## config.mk

```make
export PLATFORM = sky130hd
export DESIGN_NAME = mac_periph_driver
export DESIGN_NICKNAME = d
export VERILOG_FILES = /design/src/rtl/mac_periph_driver_pkg.sv /design/src/rtl/mac_periph_driver_xfer.sv /design/src/rtl/mac_periph_driver.sv
export SDC_FILE = /design/constraint.sdc
export NUM_CORES = 1
export LEC_CHECK = 0
export ABC_AREA = 1
export BUFFER_PORTS_ARGS = -buffer_cell sky130_fd_sc_hd__clkbuf_2
export CELL_PAD_IN_SITES_DETAIL_PLACEMENT = 1
export CELL_PAD_IN_SITES_GLOBAL_PLACEMENT = 2
export CORE_ASPECT_RATIO = 1.5
export CORE_MARGIN = 3
export CORE_UTILIZATION = 25
export CTS_CLUSTER_SIZE = 40
export DETAILED_ROUTE_END_ITERATION = 8
export GPL_TIMING_DRIVEN = 0
export HOLD_SLACK_MARGIN = 0.06
export PLACE_DENSITY = 0.75
export SKIP_LAST_GASP = 1
export SLEW_MARGIN = 20
export SYNTH_ARGS = -nofsm -noshare
export SYNTH_HDL_FRONTEND = slang
export SYNTH_HIERARCHICAL = 1
export SYNTH_SLANG_ARGS = --single-unit
```

## constraint.sdc

```tcl
create_clock -name clk_i -period 20.8 [get_ports clk_i]
set_input_delay 4.16 -clock clk_i [delete_from_list [all_inputs] [get_ports clk_i]]
set_output_delay 4.16 -clock clk_i [all_outputs]
set_load 0.01 [all_outputs]
```

## src/rtl/mac_periph_driver_pkg.sv

```systemverilog
// Shared types and register map for the MAC accelerator periph driver.
package mac_package;

    localparam logic [31:0] MAC_OFS_TRIGGER    = 32'h0000_0000;
    localparam logic [31:0] MAC_OFS_ACQUIRE    = 32'h0000_0004;
    localparam logic [31:0] MAC_OFS_SOFT_CLEAR = 32'h0000_0014;

    localparam int MAC_JOB_WORDS = 13;

    localparam logic [31:0] MAC_JOB_ADDR [MAC_JOB_WORDS] = '{
        32'h40, 32'h44, 32'h48, 32'h4C, 32'h50, 32'h54, 32'h58,
        32'h5C, 32'h60, 32'h64, 32'h68, 32'h6C, 32'h70
    };

    // Fields are declared MSB-first so that job word k sits at 32-bit slice k.
    typedef struct packed {
        logic [5:0][31:0] ucode;
        logic [31:0]      vectstride;
        logic [31:0]      len_iter;
        logic [31:0]      nb_iter;
        logic [3:0][31:0] ptr;
    } mac_job_t;

    typedef enum logic [1:0] {
        MAC_ERR_OK      = 2'd0,
        MAC_ERR_RETRY   = 2'd1,
        MAC_ERR_TIMEOUT = 2'd2,
        MAC_ERR_ABORT   = 2'd3
    } mac_err_e;

    function automatic logic [31:0] mac_job_word(mac_job_t job, logic [3:0] k);
        logic [MAC_JOB_WORDS-1:0][31:0] flat;
        flat = job;
        return flat[k];
    endfunction

endpackage

```

## src/rtl/mac_periph_driver_xfer.sv

```systemverilog
// Single-outstanding periph initiator: latches a request on start and holds it
// stable until the responder grants it.
module mac_periph_xfer #(
    parameter int ID_WIDTH = 10
) (
    input  logic                clk_i,
    input  logic                rst_i,
    input  logic                start_i,
    input  logic [31:0]         add_i,
    input  logic                wen_i,
    input  logic [31:0]         data_i,
    output logic                gnt_o,
    output logic                periph_req_o,
    output logic [31:0]         periph_add_o,
    output logic                periph_wen_o,
    output logic [3:0]          periph_be_o,
    output logic [31:0]         periph_data_o,
    output logic [ID_WIDTH-1:0] periph_id_o,
    input  logic                periph_gnt_i
);

    logic        req_q;
    logic [31:0] add_q;
    logic        wen_q;
    logic [31:0] data_q;

    always_ff @(posedge clk_i or posedge rst_i) begin
        if (rst_i) begin
            req_q  <= 1'b0;
            add_q  <= '0;
            wen_q  <= 1'b1;
            data_q <= '0;
        end else if (req_q && periph_gnt_i) begin
            req_q <= 1'b0;
        end else if (!req_q && start_i) begin
            req_q  <= 1'b1;
            add_q  <= add_i;
            wen_q  <= wen_i;
            data_q <= data_i;
        end
    end

    assign gnt_o         = req_q & periph_gnt_i;
    assign periph_req_o  = req_q;
    assign periph_add_o  = add_q;
    assign periph_wen_o  = wen_q;
    assign periph_data_o = data_q;
    assign periph_be_o   = 4'hF;
    assign periph_id_o   = '0;

endmodule

```

## src/rtl/mac_periph_driver.sv

```systemverilog
// Job sequencer for the MAC accelerator: acquire a context, program the job,
// trigger, then wait for the end event, a timeout or a software abort.
module mac_periph_driver
    import mac_package::*;
#(
    parameter int ID_WIDTH  = 10,
    parameter int MAX_RETRY = 16,
    parameter int TIMEOUT   = 65535
) (
    input  logic                clk_i,
    input  logic                rst_i,
    input  logic                job_valid_i,
    output logic                job_ready_o,
    input  mac_job_t            job_i,
    output logic                periph_req_o,
    output logic [31:0]         periph_add_o,
    output logic                periph_wen_o,
    output logic [3:0]          periph_be_o,
    output logic [31:0]         periph_data_o,
    output logic [ID_WIDTH-1:0] periph_id_o,
    input  logic                periph_gnt_i,
    input  logic                periph_r_valid_i,
    input  logic [31:0]         periph_r_data_i,
    input  logic [ID_WIDTH-1:0] periph_r_id_i,
    input  logic                evt_i,
    input  logic                abort_i,
    output logic                busy_o,
    output logic                done_o,
    output logic [1:0]          err_o,
    output logic [7:0]          ctx_id_o
);

    localparam int RW = $clog2(MAX_RETRY + 1);

    typedef enum logic [2:0] {
        S_IDLE, S_ACQ, S_ACQ_WAIT, S_PROG, S_TRIG, S_WAIT_EVT, S_CLEAR, S_DONE
    } state_e;

    state_e          state_q;
    mac_job_t        job_q;
    logic [3:0]      word_q;
    logic [RW-1:0]   retry_q;
    logic [31:0]     tmo_q;
    logic [7:0]      ctx_q;
    mac_err_e        err_q;
    logic            done_q, busy_q, ready_q;

    logic            xfer_start, xfer_wen, xfer_gnt;
    logic [31:0]     xfer_add, xfer_data;
    logic            tmo_hit, retry_last;
    logic            unused_rsp;

    assign unused_rsp = ^{periph_r_id_i, periph_r_data_i[30:8]};
    assign tmo_hit    = ({1'b0, tmo_q} + 33'd1) >= 33'(TIMEOUT);
    assign retry_last = (int'(retry_q) + 1) >= MAX_RETRY;

    // A new transfer is launched only once the previous one has been granted.
    always_comb begin
        xfer_start = 1'b0;
        xfer_add   = '0;
        xfer_wen   = 1'b0;
        xfer_data  = '0;
        case (state_q)
            S_ACQ: begin
                xfer_start = !periph_req_o;
                xfer_add   = MAC_OFS_ACQUIRE;
                xfer_wen   = 1'b1;
            end
            S_PROG: begin
                xfer_start = !periph_req_o;
                xfer_add   = MAC_JOB_ADDR[word_q];
                xfer_data  = mac_job_word(job_q, word_q);
            end
            S_TRIG: begin
                xfer_start = !periph_req_o;
                xfer_add   = MAC_OFS_TRIGGER;
            end
            S_CLEAR: begin
                xfer_start = !periph_req_o;
                xfer_add   = MAC_OFS_SOFT_CLEAR;
            end
            default: ;
        endcase
    end

    always_ff @(posedge clk_i or posedge rst_i) begin
        if (rst_i) begin
            state_q <= S_IDLE;
            job_q   <= '0;
            word_q  <= '0;
            retry_q <= '0;
            tmo_q   <= '0;
            ctx_q   <= '0;
            err_q   <= MAC_ERR_OK;
            done_q  <= 1'b0;
            busy_q  <= 1'b0;
            ready_q <= 1'b0;
        end else begin
            done_q <= 1'b0;
            case (state_q)
                S_IDLE: begin
                    if (job_valid_i && ready_q) begin
                        job_q   <= job_i;
                        retry_q <= '0;
                        ready_q <= 1'b0;
                        busy_q  <= 1'b1;
                        state_q <= S_ACQ;
                    end else begin
                        ready_q <= 1'b1;
                    end
                end
                S_ACQ: if (xfer_gnt) state_q <= S_ACQ_WAIT;
                S_ACQ_WAIT: begin
                    if (periph_r_valid_i) begin
                        if (periph_r_data_i[31]) begin
                            if (int'(retry_q) < MAX_RETRY) retry_q <= retry_q + 1'b1;
                            if (retry_last) begin
                                err_q   <= MAC_ERR_RETRY;
                                done_q  <= 1'b1;
                                state_q <= S_DONE;
                            end else begin
                                state_q <= S_ACQ;
                            end
                        end else begin
                            ctx_q   <= periph_r_data_i[7:0];
                            word_q  <= '0;
                            state_q <= S_PROG;
                        end
                    end
                end
                S_PROG: begin
                    if (xfer_gnt) begin
                        word_q <= word_q + 4'd1;
                        if (word_q == 4'(MAC_JOB_WORDS - 1)) state_q <= S_TRIG;
                    end
                end
                S_TRIG: begin
                    if (xfer_gnt) begin
                        tmo_q   <= '0;
                        state_q <= S_WAIT_EVT;
                    end
                end
                // Priority: event beats abort, abort beats timeout.
                S_WAIT_EVT: begin
                    if (evt_i) begin
                        err_q   <= MAC_ERR_OK;
                        done_q  <= 1'b1;
                        state_q <= S_DONE;
                    end else if (abort_i) begin
                        err_q   <= MAC_ERR_ABORT;
                        state_q <= S_CLEAR;
                    end else if (tmo_hit) begin
                        err_q   <= MAC_ERR_TIMEOUT;
                        state_q <= S_CLEAR;
                    end else if (tmo_q != '1) begin
                        tmo_q <= tmo_q + 32'd1;
                    end
                end
                S_CLEAR: begin
                    if (xfer_gnt) begin
                        done_q  <= 1'b1;
                        state_q <= S_DONE;
                    end
                end
                S_DONE: begin
                    busy_q  <= 1'b0;
                    ready_q <= 1'b1;
                    state_q <= S_IDLE;
                end
                default: state_q <= S_IDLE;
            endcase
        end
    end

    mac_periph_xfer #(.ID_WIDTH(ID_WIDTH)) u_xfer (
        .clk_i         (clk_i),
        .rst_i         (rst_i),
        .start_i       (xfer_start),
        .add_i         (xfer_add),
        .wen_i         (xfer_wen),
        .data_i        (xfer_data),
        .gnt_o         (xfer_gnt),
        .periph_req_o  (periph_req_o),
        .periph_add_o  (periph_add_o),
        .periph_wen_o  (periph_wen_o),
        .periph_be_o   (periph_be_o),
        .periph_data_o (periph_data_o),
        .periph_id_o   (periph_id_o),
        .periph_gnt_i  (periph_gnt_i)
    );

    assign job_ready_o = ready_q;
    assign busy_o      = busy_q;
    assign done_o      = done_q;
    assign err_o       = err_q;
    assign ctx_id_o    = ctx_q;

endmodule

```

# After elaboration in Yosys (flattened, before gate mapping)
# Memory sizes are Yosys's and may differ from the RTL's.
# Index checks and enable logic that the tools add are counted.
[word_totals]
mem_count = 1
out_inout_bits = 93
latch_bits = 0
romBits = 512
regBits = 539
ram_bits = 0
[classes]
order_cmp = 5
div = 0
reduce_logical = 21
n_eq_ne = 25
bitwise = 4
mux = 55
shift = 0
add_sub_neg = 5
mul = 0
[mem_list]
columns = ["memory", "words", "width", "read_ports", "rd_ports_with_merged_regs", "wr", "line_no", "rtl"]
rows = [
  ["(no name shown)", 16, 32, 1, 0, 0, "mac_periph_driver.sv:71", "xfer_add = MAC_JOB_ADDR[word_q];"],
]
[op_table]
columns = ["op", "count"]
rows = [
  ["two-way mux 32 bit", 9],
  ["binary-select mux 32 bit (select 4 bit)", 1],
  ["case mux 32 bit (3 select lines)", 1],
  ["case mux 32 bit (2 select lines)", 1],
  ["two-way mux 3 bit", 12],
  ["adder 32 x 1 -> 33 bit, second input constant", 1],
  [">= comparator 33 x 16 -> 1 bit, second input constant", 1],
  ["adder 32 x 1 -> 32 bit, second input constant", 1],
  ["!= test 32 bit, second input constant", 1],
  ["case mux 3 bit (8 select lines)", 1],
  ["!= test 2 bit, second input constant", 11],
  ["two-way mux 5 bit", 4],
  ["equality test 3 bit, second input constant", 4],
  ["two-way mux 2 bit", 6],
  ["two-way mux 4 bit", 3],
  ["nonzero test 2 bit", 6],
  ["two-way mux 1 bit", 11],
  ["case mux 5 bit (2 select lines)", 1],
  ["AND reduction 5 bit", 2],
  ["!= test 2 x 1 -> 1 bit, second input constant", 4],
  ["case mux 4 bit (2 select lines)", 1],
  ["AND reduction 8 bit", 1],
  ["adder 5 x 1 -> 6 bit, second input constant", 1],
  ["equality test 3 x 2 -> 1 bit, second input constant", 2],
  ["other kinds (23)", 29],
]

# Longest topological paths before layout
[depth]
word_depth = 6
ltp_mapped = 17

# By module
# Netlist, hierarchy kept.
[by_module_without_submodules]
columns = ["mod", "area_per_inst_um2", "cells_each", "seq_area_each_um2", "instances"]
rows = [
  ["mac_periph_driver", 22449.0, 2886, 11836.4, 1],
  ["mac_periph_xfer", 2732.6, 304, 1652.8, 1],
]

# Worst setup path after synthesis
# No wires, ideal clock.
[synth_timing]
path_type = "input to register"
from = "in periph_gnt_i"
to = "reg state_q[0]"
stages = 9
required_time_ns = 20.683
setup_ns = 0.117
arrival_time_ns = 5.437
path_slack_ns = 15.246
path_cell_list = "nand2_1 > inv_1 > inv_1 > nand3_1 > nand2_1 > a2111oi_0 > nand2_1 > nand2_1 > nand2_1"
[synth_between]
elab_chain_len = 3
word_cells_on_any_way = 6
cone_classes = "4 x eq/ne; 1 x bitwise; 1 x reduce/logical"
[synth_rtl]
columns = ["element", "line_no", "rtl"]
rows = [
  ["start, declared", "mac_periph_driver.sv:21", "input logic periph_gnt_i,"],
  ["AND 1 bit (*)", "mac_periph_driver_xfer.sv:43", "assign gnt_o = req_q & periph_gnt_i;"],
  ["net xfer_gnt", "mac_periph_driver.sv:48", "logic xfer_start, xfer_wen, xfer_gnt;"],
  ["!= test 2 x 1 -> 1 bit (no source line)", "--", ""],
  ["AND reduction 8 bit (no source line) (*)", "--", ""],
  ["end signal, assigned", "mac_periph_driver.sv:88", "state_q <= S_IDLE;"],
  ["end signal, assigned", "mac_periph_driver.sv:107", "state_q <= S_ACQ;"],
  ["end signal, assigned", "mac_periph_driver.sv:112", "S_ACQ: if (xfer_gnt) state_q <= S_ACQ_WAIT;"],
  ["end, declared", "mac_periph_driver.sv:39", "state_e state_q;"],
]
# Mark *: on every way through the listed nets, which the timed path passes. The rest lies on a longest branch.
# A chain may end at the register's enable or synchronous reset.

# Final worst setup path
[layout_timing]
from = "in job_valid_i"
to = "reg job_q[64] (netlist bit)"
[layout_between]
elab_chain_len = 2
[layout_rtl]
columns = ["element", "line_no", "rtl"]
rows = [
  ["start, declared", "mac_periph_driver.sv:12", "input logic job_valid_i,"],
  ["logical AND 1 bit", "mac_periph_driver.sv:102", "if (job_valid_i && ready_q) begin"],
  ["AND reduction 2 bit (no source line)", "--", ""],
  ["end signal, assigned", "mac_periph_driver.sv:103", "job_q <= job_i;"],
  ["end, declared", "mac_periph_driver.sv:40", "mac_job_t job_q;"],
]
# No other way between the ends.

==> flow_metrics.py <==
metrics = {
    "finish": {
        "area_growth_syn_to_layout_pct": 26.4,
        "num-nets-final": 4275,
        "stdcell_area_sq_um": 31800,
        "final_core_util": 0.319,
        "drive_gt1_frac": 0.181,
        "layoutNonFillerInstCount": 5165,
    },
    "worst_setup_path": {
        "crit_start": "job_valid_i",
        "cp_slowest_cell": "clkbuf_1",
        "path_cells": "clkbuf_2 > nand2_1 > nor2_1 > clkbuf_1 > clkbuf_1 > nand2_1 > nand2_1",
        "critPathBufInv": 3,
        "r2r-start": "word_q[0]",
        "cp_max_fo": 10,
        "critPathTopFamily": "buffers and inverters",
        "ff2ff_path_depth": 9,
        "cp.arrival_ns": 7.00,
        "path_class": "in2reg",
        "crit_required_ns": 21.37,
        "path_common_cell": "nand2_1",
        "worstReg2RegEnd": "u_xfer/periph_data_o[31]",
        "start_kind": "input port",
        "crit_path_end_kind": "flop",
        "critPathMaxStageDelay_ns": 0.91,
        "r2r_slack_ns": 16.30,
    },
    "sta": {
        "fin_crit_sh": 0.309,
        "layout_setup_ws_ns": 14.38,
        "fin_worst_skew_ns": 0.0356,
        "relSlewSlack": 0.237,
        "finalMaxSlewViolations": 0,
        "finalSetupTns_ns": 0,
        "hold_ws_ns": 0.467,
        "setup_violations": 0,
        "final-hold-violation-count": 0,
        "worst_slew_pin_slew_ns": 1.14,
        "rsz0062_at_grt": "false",
        "fmax_ghz": 0.156,
        "period_needed_ns": 6.42,
    },
    "clocking": {
        "clock_path_buffers": 3,
        "cts.sinks": 539,
        "ctsResizeCount": 0,
        "clk_pin_slew_ns": 0.06,
        "cts_hold_buf": 0,
        "htreeDepth": 2,
        "cts_tree": "built",
        "cts_root_buf": "clkbuf_16",
        "worstSkewPairLatency_ns": 0.67,
        "numCtsBuffers": 59,
        "postCtsSetupRepairBufs": 0,
    },
    "floorplan": {
        "die_x_microns": 265,
        "dieHeight_microns": 395,
        "start_util": 0.252,
        "io_pins": 558,
        "core_sq_um": 99900,
        "die_area_sq_um": 105000,
        "rows": 142,
    },
    "synth": {
        "avgSynthCellArea_sq_um": 7.89,
        "synth_edf_count": 0,
        "yosysTopAreaCellShare": 0.535,
        "yosysUniqueCellTypes": 45,
        "ys_seq_elements": 539,
        "synth_top_area_cell": "dfrtp_1",
        "seq_area_frac_synth": 0.536,
        "synth_most_common_cell": "nand2_1",
        "ys.flop_type": "dfrtp_1",
        "syn_inst": 3190,
        "synth.area.top_cells": "dfrtp_1 (53%), nand2_1 (20%), o21ai_0 (4.8%)",
        "async_flop_share": 1.00,
        "yosys_warnings": 6,
        "netlist_area_sq_um": 25200,
        "yosys-top-cells-count": "nand2_1 (1372), dfrtp_1 (538), o21ai_0 (240)",
    },
    "power": {
        "switching_share": 0.441,
        "p_sw_mw": 2.19,
        "leakage_nw": 16.1,
        "seqPwrFrac": 0.354,
        "pwr-share-comb": 0.410,
        "internal_power_mw": 2.78,
        "fin_total_pwr_mw": 4.96,
        "p_clk_frac": 0.236,
        "p_per_area_nw_per_um2": 156,
        "vdd_drop_max_mv": 0.0700,
    },
    "worst_hold_path": {
        "hold_end": "job_q[294]",
        "hold_start": "job_q[294]",
        "hp-class": "reg2reg",
        "whs_path_depth": 2,
    },
    "drt": {
        "routed_wl_microns": 122000,
        "avgViaCountPerCell": 4.64,
        "first_pass_iters": 5,
        "vias": 24000,
        "drc": 0,
        "antenna_left": 0,
        "drt-wirelength-per-cell_microns": 23.5,
        "drt_iter0_markers": 1382,
    },
    "place": {
        "pre_cts_slack_ns": 13.77,
        "place.gp.congestion": 0.856,
        "io_buffer_count": 510,
        "post_dp_cell_area_sq_um": 29700,
        "dp_hpwl_microns": 97100,
        "placedCellCount": 5040,
    },
    "global_route": {
        "grt_pass1_vias": 25700,
        "grt_start_max_net_pins": 100,
        "antenna_found_initial": 30,
        "grt_pass1_wl_microns": 175000,
        "grt_overflow": 0,
        "groute.usage.overall": 0.230,
    },
    "run": {
        "cap_violations": 0,
    },
    "outcome": {
        "outcome": "completed",
    },
}
==> per-layer routing <==
metal,global-route usage,vias up,part of all wire
li1,-,11500,-
met1,0.272,11700,0.40
met2,0.401,639,0.50
met3,0.0561,173,0.062
met4,0.0918,18,0.040
met5,0,-,0.00091
==> logic make-up (layout without fill, tap and decap cells) <==
| family | count (synthesis) | count (layout) | synth area share |
|---|---|---|---|
| other | 3 | 61 | 0.000447 |
| AND/OR/NAND/NOR | 1651 | 1651 | 0.261 |
| adder cells (fa/ha/maj) | 5 | 5 | 0.00248 |
| AO/OA/AOI/OAI | 572 | 572 | 0.131 |
| multiplexers | 1 | 1 | 0.000398 |
| flip-flops | 539 | 539 | 0.536 |
| XOR/XNOR | 8 | 8 | 0.00278 |
| buffers and inverters | 411 | 1032 | 0.0666 |
==> power by group through the flow <==
| stage | Sequential, mW | Clock [mW] | Combinational (mW) |
|---|---|---|---|
| final | 1.76 | 1.17 | 2.03 |
| after global routing | 1.81 | 1.24 | 2.27 |
| after CTS | 1.76 | 1.20 | 2.07 |
| after detailed placement | 1.77 | 0 | 2.06 |
| after global placement | 1.77 | 0 | 2.02 |
| after floorplan | 1.73 | 0 | 1.12 |
==> tightest hold or removal path, delay by kind of cell (launching register included) <==
kind          cells  cell delay (ns)
flops             1             0.34
simple gates      2             0.10
==> final cells by class <==
| type | instances | area, sq um |
|---|---|---|
| Sequential cell | 539 | 13500 |
| Antenna cell | 20 | 50.0 |
| Clock buffer | 76 | 1640 |
| Inverter | 196 | 751 |
| Tap cell | 1296 | 1620 |
| Timing Repair Buffer | 516 | 2720 |
| Clock inverter | 29 | 452 |
| Fill cell | 12300 | 68000 |
| Buffer | 215 | 941 |
| Multi-Input combinational cell | 2278 | 10200 |
==> sequential cells by signal, summed over array words and instances (netlist names), 2 cells and up <==
register              flops
job_q                   416
state_q                   3
ctx_id_o                  8
err_o                     2
retry_q                   5
tmo_q                    32
word_q                    4
u_xfer/periph_data_o     32
u_xfer/periph_add_o      32
==> worst max path at each step <==
| stage | end | slack (ns) | cells past startpoint |
|---|---|---|---|
| 2_1_floorplan | busy_o | 3.45 | 1 |
| 3_3_place_gp | job_q[329] | -3.70 | 2 |
| 3_5_place_dp | job_q[25] | 13.77 | 7 |
| 4_1_cts | job_q[25] | 14.45 | 7 |
| 5_1_grt | job_q[126] | 14.34 | 7 |
| 6_report | job_q[64] | 14.38 | 7 |
==> cells in the final DEF (no fill, tap or decap), types with 33 or more instances in the layout <==
master     netlist  layout
nor2_1          87      86
o21ai_0        240     240
nand3_1        138     138
inv_1          190     188
clkbuf_1       172     175
o211ai_1        33      33
conb_1           3      41
nand2_1       1372    1372
clkbuf_2         0     514
a21oi_1        194     194
clkbuf_16        0      59
dfrtp_1        538     538
Note: power is estimated with default switching activity, not from simulation.
